$ cat src/rtl/rx_serial_7e2.sv
// Asynchronous serial receiver for 7E2 frames (start, 7 data LSB first, even parity, 2 stops).
// Mid-bit sampling is timed from the first synchronized low seen while idle.
module rx_serial_7e2 #(
    parameter int unsigned M = 434
) (
    input  logic       clock,
    input  logic       reset,
    input  logic       entrada_serial,
    input  logic       le_dado,
    output logic [6:0] dado_recebido,
    output logic       paridade_ok,
    output logic       erro_frame,
    output logic       overrun,
    output logic       tem_dado,
    output logic       pronto,
    output logic [3:0] db_estado
);

    typedef enum logic [3:0] {
        INICIAL  = 4'd0,
        START    = 4'd1,
        DADOS    = 4'd2,
        PARIDADE = 4'd3,
        STOP1    = 4'd4,
        STOP2    = 4'd5
    } estado_t;

    // The low-detect cycle is cycle 0 and the counter restarts one cycle later,
    // so the start-bit sample lands on counter value floor(M/2)-1.
    localparam logic [15:0] MEIO_M1 = 16'(M / 2 - 1);
    localparam logic [15:0] BIT_M1  = 16'(M - 1);

    logic        sync_a;
    logic        sync_b;
    estado_t     estado;
    logic [15:0] contador;
    logic [2:0]  indice;
    logic [6:0]  dados;
    logic        par_bit;
    logic        stop1_bit;
    logic        amostra;

    always_ff @(posedge clock or negedge reset) begin
        if (!reset) begin
            sync_a <= 1'b1;
            sync_b <= 1'b1;
        end else begin
            sync_a <= entrada_serial;
            sync_b <= sync_a;
        end
    end

    always_comb begin
        amostra = 1'b0;
        if (estado == START)
            amostra = (contador == MEIO_M1);
        else
            amostra = (contador == BIT_M1);
    end

    always_ff @(posedge clock or negedge reset) begin
        if (!reset) begin
            estado        <= INICIAL;
            contador      <= '0;
            indice        <= '0;
            dados         <= '0;
            par_bit       <= 1'b0;
            stop1_bit     <= 1'b0;
            dado_recebido <= '0;
            paridade_ok   <= 1'b0;
            erro_frame    <= 1'b0;
            overrun       <= 1'b0;
            tem_dado      <= 1'b0;
            pronto        <= 1'b0;
        end else begin
            pronto <= 1'b0;
            if (le_dado && tem_dado) begin
                tem_dado <= 1'b0;
                overrun  <= 1'b0;
            end
            case (estado)
                INICIAL: begin
                    contador <= '0;
                    indice   <= '0;
                    if (!sync_b)
                        estado <= START;
                end
                START: begin
                    if (amostra) begin
                        contador <= '0;
                        estado   <= sync_b ? INICIAL : DADOS;
                    end else begin
                        contador <= contador + 16'd1;
                    end
                end
                DADOS: begin
                    if (amostra) begin
                        contador <= '0;
                        dados    <= {sync_b, dados[6:1]};
                        indice   <= indice + 3'd1;
                        if (indice == 3'd6)
                            estado <= PARIDADE;
                    end else begin
                        contador <= contador + 16'd1;
                    end
                end
                PARIDADE: begin
                    if (amostra) begin
                        contador <= '0;
                        par_bit  <= sync_b;
                        estado   <= STOP1;
                    end else begin
                        contador <= contador + 16'd1;
                    end
                end
                STOP1: begin
                    if (amostra) begin
                        contador  <= '0;
                        stop1_bit <= sync_b;
                        estado    <= STOP2;
                    end else begin
                        contador <= contador + 16'd1;
                    end
                end
                STOP2: begin
                    if (amostra) begin
                        contador      <= '0;
                        estado        <= INICIAL;
                        dado_recebido <= dados;
                        paridade_ok   <= ~(^dados ^ par_bit);
                        erro_frame    <= ~stop1_bit | ~sync_b;
                        pronto        <= 1'b1;
                        // Completion wins over a simultaneous acknowledge.
                        tem_dado      <= 1'b1;
                        if (tem_dado && !le_dado)
                            overrun <= 1'b1;
                    end else begin
                        contador <= contador + 16'd1;
                    end
                end
                default: estado <= INICIAL;
            endcase
        end
    end

    assign db_estado = estado;

endmodule

$ cat config.mk
export PLATFORM = sky130hd
export DESIGN_NAME = rx_serial_7e2
export DESIGN_NICKNAME = d
export VERILOG_FILES = /design/src/rtl/rx_serial_7e2.sv
export SDC_FILE = /design/constraint.sdc
export NUM_CORES = 1
export LEC_CHECK = 0
export CORE_MARGIN = 4
export CORE_UTILIZATION = 61
export DETAILED_ROUTE_END_ITERATION = 8
export GPL_ROUTABILITY_DRIVEN = 0
export GPL_TIMING_DRIVEN = 0
export PLACE_DENSITY = 0.84
export SETUP_SLACK_MARGIN = 0.15
export SLEW_MARGIN = 20
export SYNTH_ARGS = -nofsm -noshare
export SYNTH_HDL_FRONTEND = slang
export SYNTH_SLANG_ARGS = --single-unit
$ cat constraint.sdc
create_clock -name clock -period 6.85 [get_ports clock]
set_clock_uncertainty 0.15 [all_clocks]
set_input_delay 1.7125 -clock clock [delete_from_list [all_inputs] [get_ports clock]]
set_output_delay 1.7125 -clock clock [all_outputs]
set_load 0.01 [all_outputs]
==> flow_summary.json <==
{
  "cp.arrival_ns": 1.28,
  "startpoint_type": "flip-flop",
  "io_pins": 20,
  "grt_max_degree": 31,
  "portBuffers": 18,
  "core-area_um2": 3470,
  "critical_path_depth": 1,
  "hold_path_class": "reg -> reg",
  "whs_ns": 0.209,
  "yosysTopAreaCell": "dfrtp_1",
  "leakagePower_nw": 1.17,
  "r2r-end": "dados[1]$_DFFE_PN0P_",
  "drtIter0Drc": 92,
  "numCtsBuffers": 5,
  "p_per_area_nw_per_um2": 182,
  "min_path_cells": 0,
  "seq_area_frac_synth_pct": 49.5,
  "path_cells": "clkdlybuf4s50_1",
  "cts.clk_slew.worst_paths_ns": 0.08,
  "finalSetupViolations": 0,
  "worstSkewPairLatency_ns": 0.30,
  "final_area_um2": 2650,
  "final_common_cell": "dfrtp_1",
  "grt-ovfl-total": 0,
  "max_slew_margin_pct": 52.2,
  "rrSetupSlack_ns": 4.24,
  "netlist_area_um2": 2280,
  "layout-drive-gt1-share_pct": 17.2,
  "outcome": "finished clean",
  "fmax_ghz": 0.318,
  "ctsResizeCount": 0,
  "crit_required_ns": 4.99,
  "cts_setup_buffers": 0,
  "mostFrequentLayoutCells": "dfrtp_1 (43), nor2_1 (21), mux2_2 (20)",
  "ys_top_cells_by_area": "dfrtp_1 (47%), mux2_2 (9.9%), nor2_1 (3.5%)",
  "synth.distinct_cells": 42,
  "clockBufferDepth": 2,
  "path_max_fanout": 4,
  "ys_warn_count": 0,
  "cts_tree": "done",
  "netlist.area_leader.share_pct": 47.2,
  "timing.setup.tns_ns": 0,
  "worstPathBufferInverterCount": 1,
  "hold_viol": 0,
  "grt_pass1_wl_um": 7960,
  "r2r_cells": 7,
  "slew_violations": 0,
  "routed_wl_um": 4510,
  "drc": 0,
  "antenna_found_initial": 0,
  "fin_nets": 245,
  "cp_slowest_stage_delay_ns": 0.56,
  "placed_cell_area_um2": 2530,
  "vdd_drop_max_uv": 138,
  "synth_fp_nets": 219,
  "fin_util_pct": 76.5,
  "fin_crit_sh_pct": 45.9,
  "syn_area_per_cell_um2": 10.8,
  "crit_family": "buffers and inverters",
  "ys_ff_latch": 45,
  "critPathSlowestCell": "clkdlybuf4s50_1",
  "p_total_mw": 0.482,
  "antennaDiodeCount": 0,
  "cts_max_level": 2,
  "crit_start": "db_estado[2]$_DFFE_PN0P_",
  "dieArea_um2": 4780,
  "dr.pass1.iters": 4,
  "crit_path_end": "db_estado[2]",
  "period_minus_slack_ns": 3.15,
  "cp-end-kind": "output pin",
  "clockRootBuffer": "clkbuf_8",
  "r2r-start": "contador[5]$_DFFE_PN0P_",
  "die_w_um": 69.1,
  "hold_buffers": 0,
  "worstMarginPinSlew_ns": 0.713,
  "dp_hpwl_um": 3140,
  "rsz0062_at_grt": "false",
  "post_drt_wl_per_cell_um": 15.8,
  "synthToLayoutAreaGrowth_pct": 16.4,
  "gr-usage-all-layers_pct": 20.4,
  "grt_pass1_vias": 1684,
  "start_util_pct": 65.7,
  "vias": 1703,
  "drv_cap": 0,
  "criticalPathCategory": "reg -> out",
  "antenna_left": 0,
  "die_y_um": 69.1,
  "vias_per_cell": 5.98,
  "synth_cells": 212,
  "rows": 21,
  "cts_sinks": 45
}
metal layers:
metal	vias up	share of wire, %	track usage [%]
met1	825	42	25.3
met2	69	50	34.2
met5	-	0	0
li1	796	-	-
met3	13	6.0	5.52
met4	0	2.2	6.72
worst min-delay path by stage:
stage | startpoint | endpoint | slack, ns
3_3_place_gp | sync_a$_DFF_PN1_ | sync_b$_DFF_PN1_ | 0.20
5_1_grt | sync_a$_DFF_PN1_ | sync_b$_DFF_PN1_ | 0.21
6_report | sync_a$_DFF_PN1_ | sync_b$_DFF_PN1_ | 0.21
2_1_floorplan | sync_a$_DFF_PN1_ | sync_b$_DFF_PN1_ | 0.20
4_1_cts | sync_a$_DFF_PN1_ | sync_b$_DFF_PN1_ | 0.21
3_5_place_dp | sync_a$_DFF_PN1_ | sync_b$_DFF_PN1_ | 0.20
cell type report:
cell class	instances	area, µm²
tap	46	57.6
clock inverter	2	37.5
sequential	45	1130
fill	248	816
buffer	10	56.3
multi-input combinational	153	1080
timing repair buffer	19	195
clock buffer	6	82.6
inverter	4	15.0
per-stage QoR:
| stage | setup slack (ns) | instances |
|---|---|---|
| final | 3.70 | 285 |
| after global routing | 3.68 | 285 |
| after CTS | 3.70 | 285 |
| after detailed placement | 4.03 | 277 |
| after global placement | 2.86 | 276 |
| after floorplan | 4.45 | 212 |
sequential cells by signal, summed over array words and instances, names as in the netlist, named ones only:
signal,count
indice,3
contador,16
par_bit,1
pronto,1
tem_dado,1
sync_b,1
sync_a,1
stop1_bit,1
paridade_ok,1
dado_recebido,7
dados,7
erro_frame,1
db_estado,3
where the power goes:
part | internal, mW | switching (mW) | leakage, nW
Sequential | 0.266 | 0.000562 | 0.607
Combinational | 0.00301 | 0.00582 | 0.510
Clock | 0.119 | 0.0876 | 0.0574
cells by family after synthesis:
group	count (synthesis)	synth area share, %
AND/OR/NAND/NOR	86	20.6
flip-flops	45	49.5
AO/OA/AOI/OAI	24	7.63
multiplexers	23	11.2
XOR/XNOR	16	6.15
buffers and inverters	14	3.13
adder cells (fa/ha/maj)	3	1.65
other	1	0.164
cells in the mapped netlist:
master and n:
dfrtp_1 43, nor2_1 21, mux2_2 20, nand2_1 16
nand3_1 10, xnor2_1 8, xor2_1 8, a21oi_1 7
nor3_1 7, clkbuf_1 6, nor4b_1 5, inv_1 4
o21ai_0 4, a31oi_1 3, and3_1 3, and4_1 3
ha_1 3, mux2i_1 3, nand4_1 3, nor3b_1 3
a211oi_1 2, a22o_1 2, and2_1 2, buf_6 2
dfstp_2 2, nand2b_1 2, nor2b_1 2, nor4bb_1 2
or2_2 2, or3b_4 2, a21boi_4 1, a221o_1 1
a2bb2oi_1 1, a41oi_1 1, and3b_1 1, buf_1 1
buf_4 1, conb_1 1, nand3b_1 1, nor4_1 1
o2bb2ai_1 1, o31ai_2 1
(Power assumes the default switching activity.)
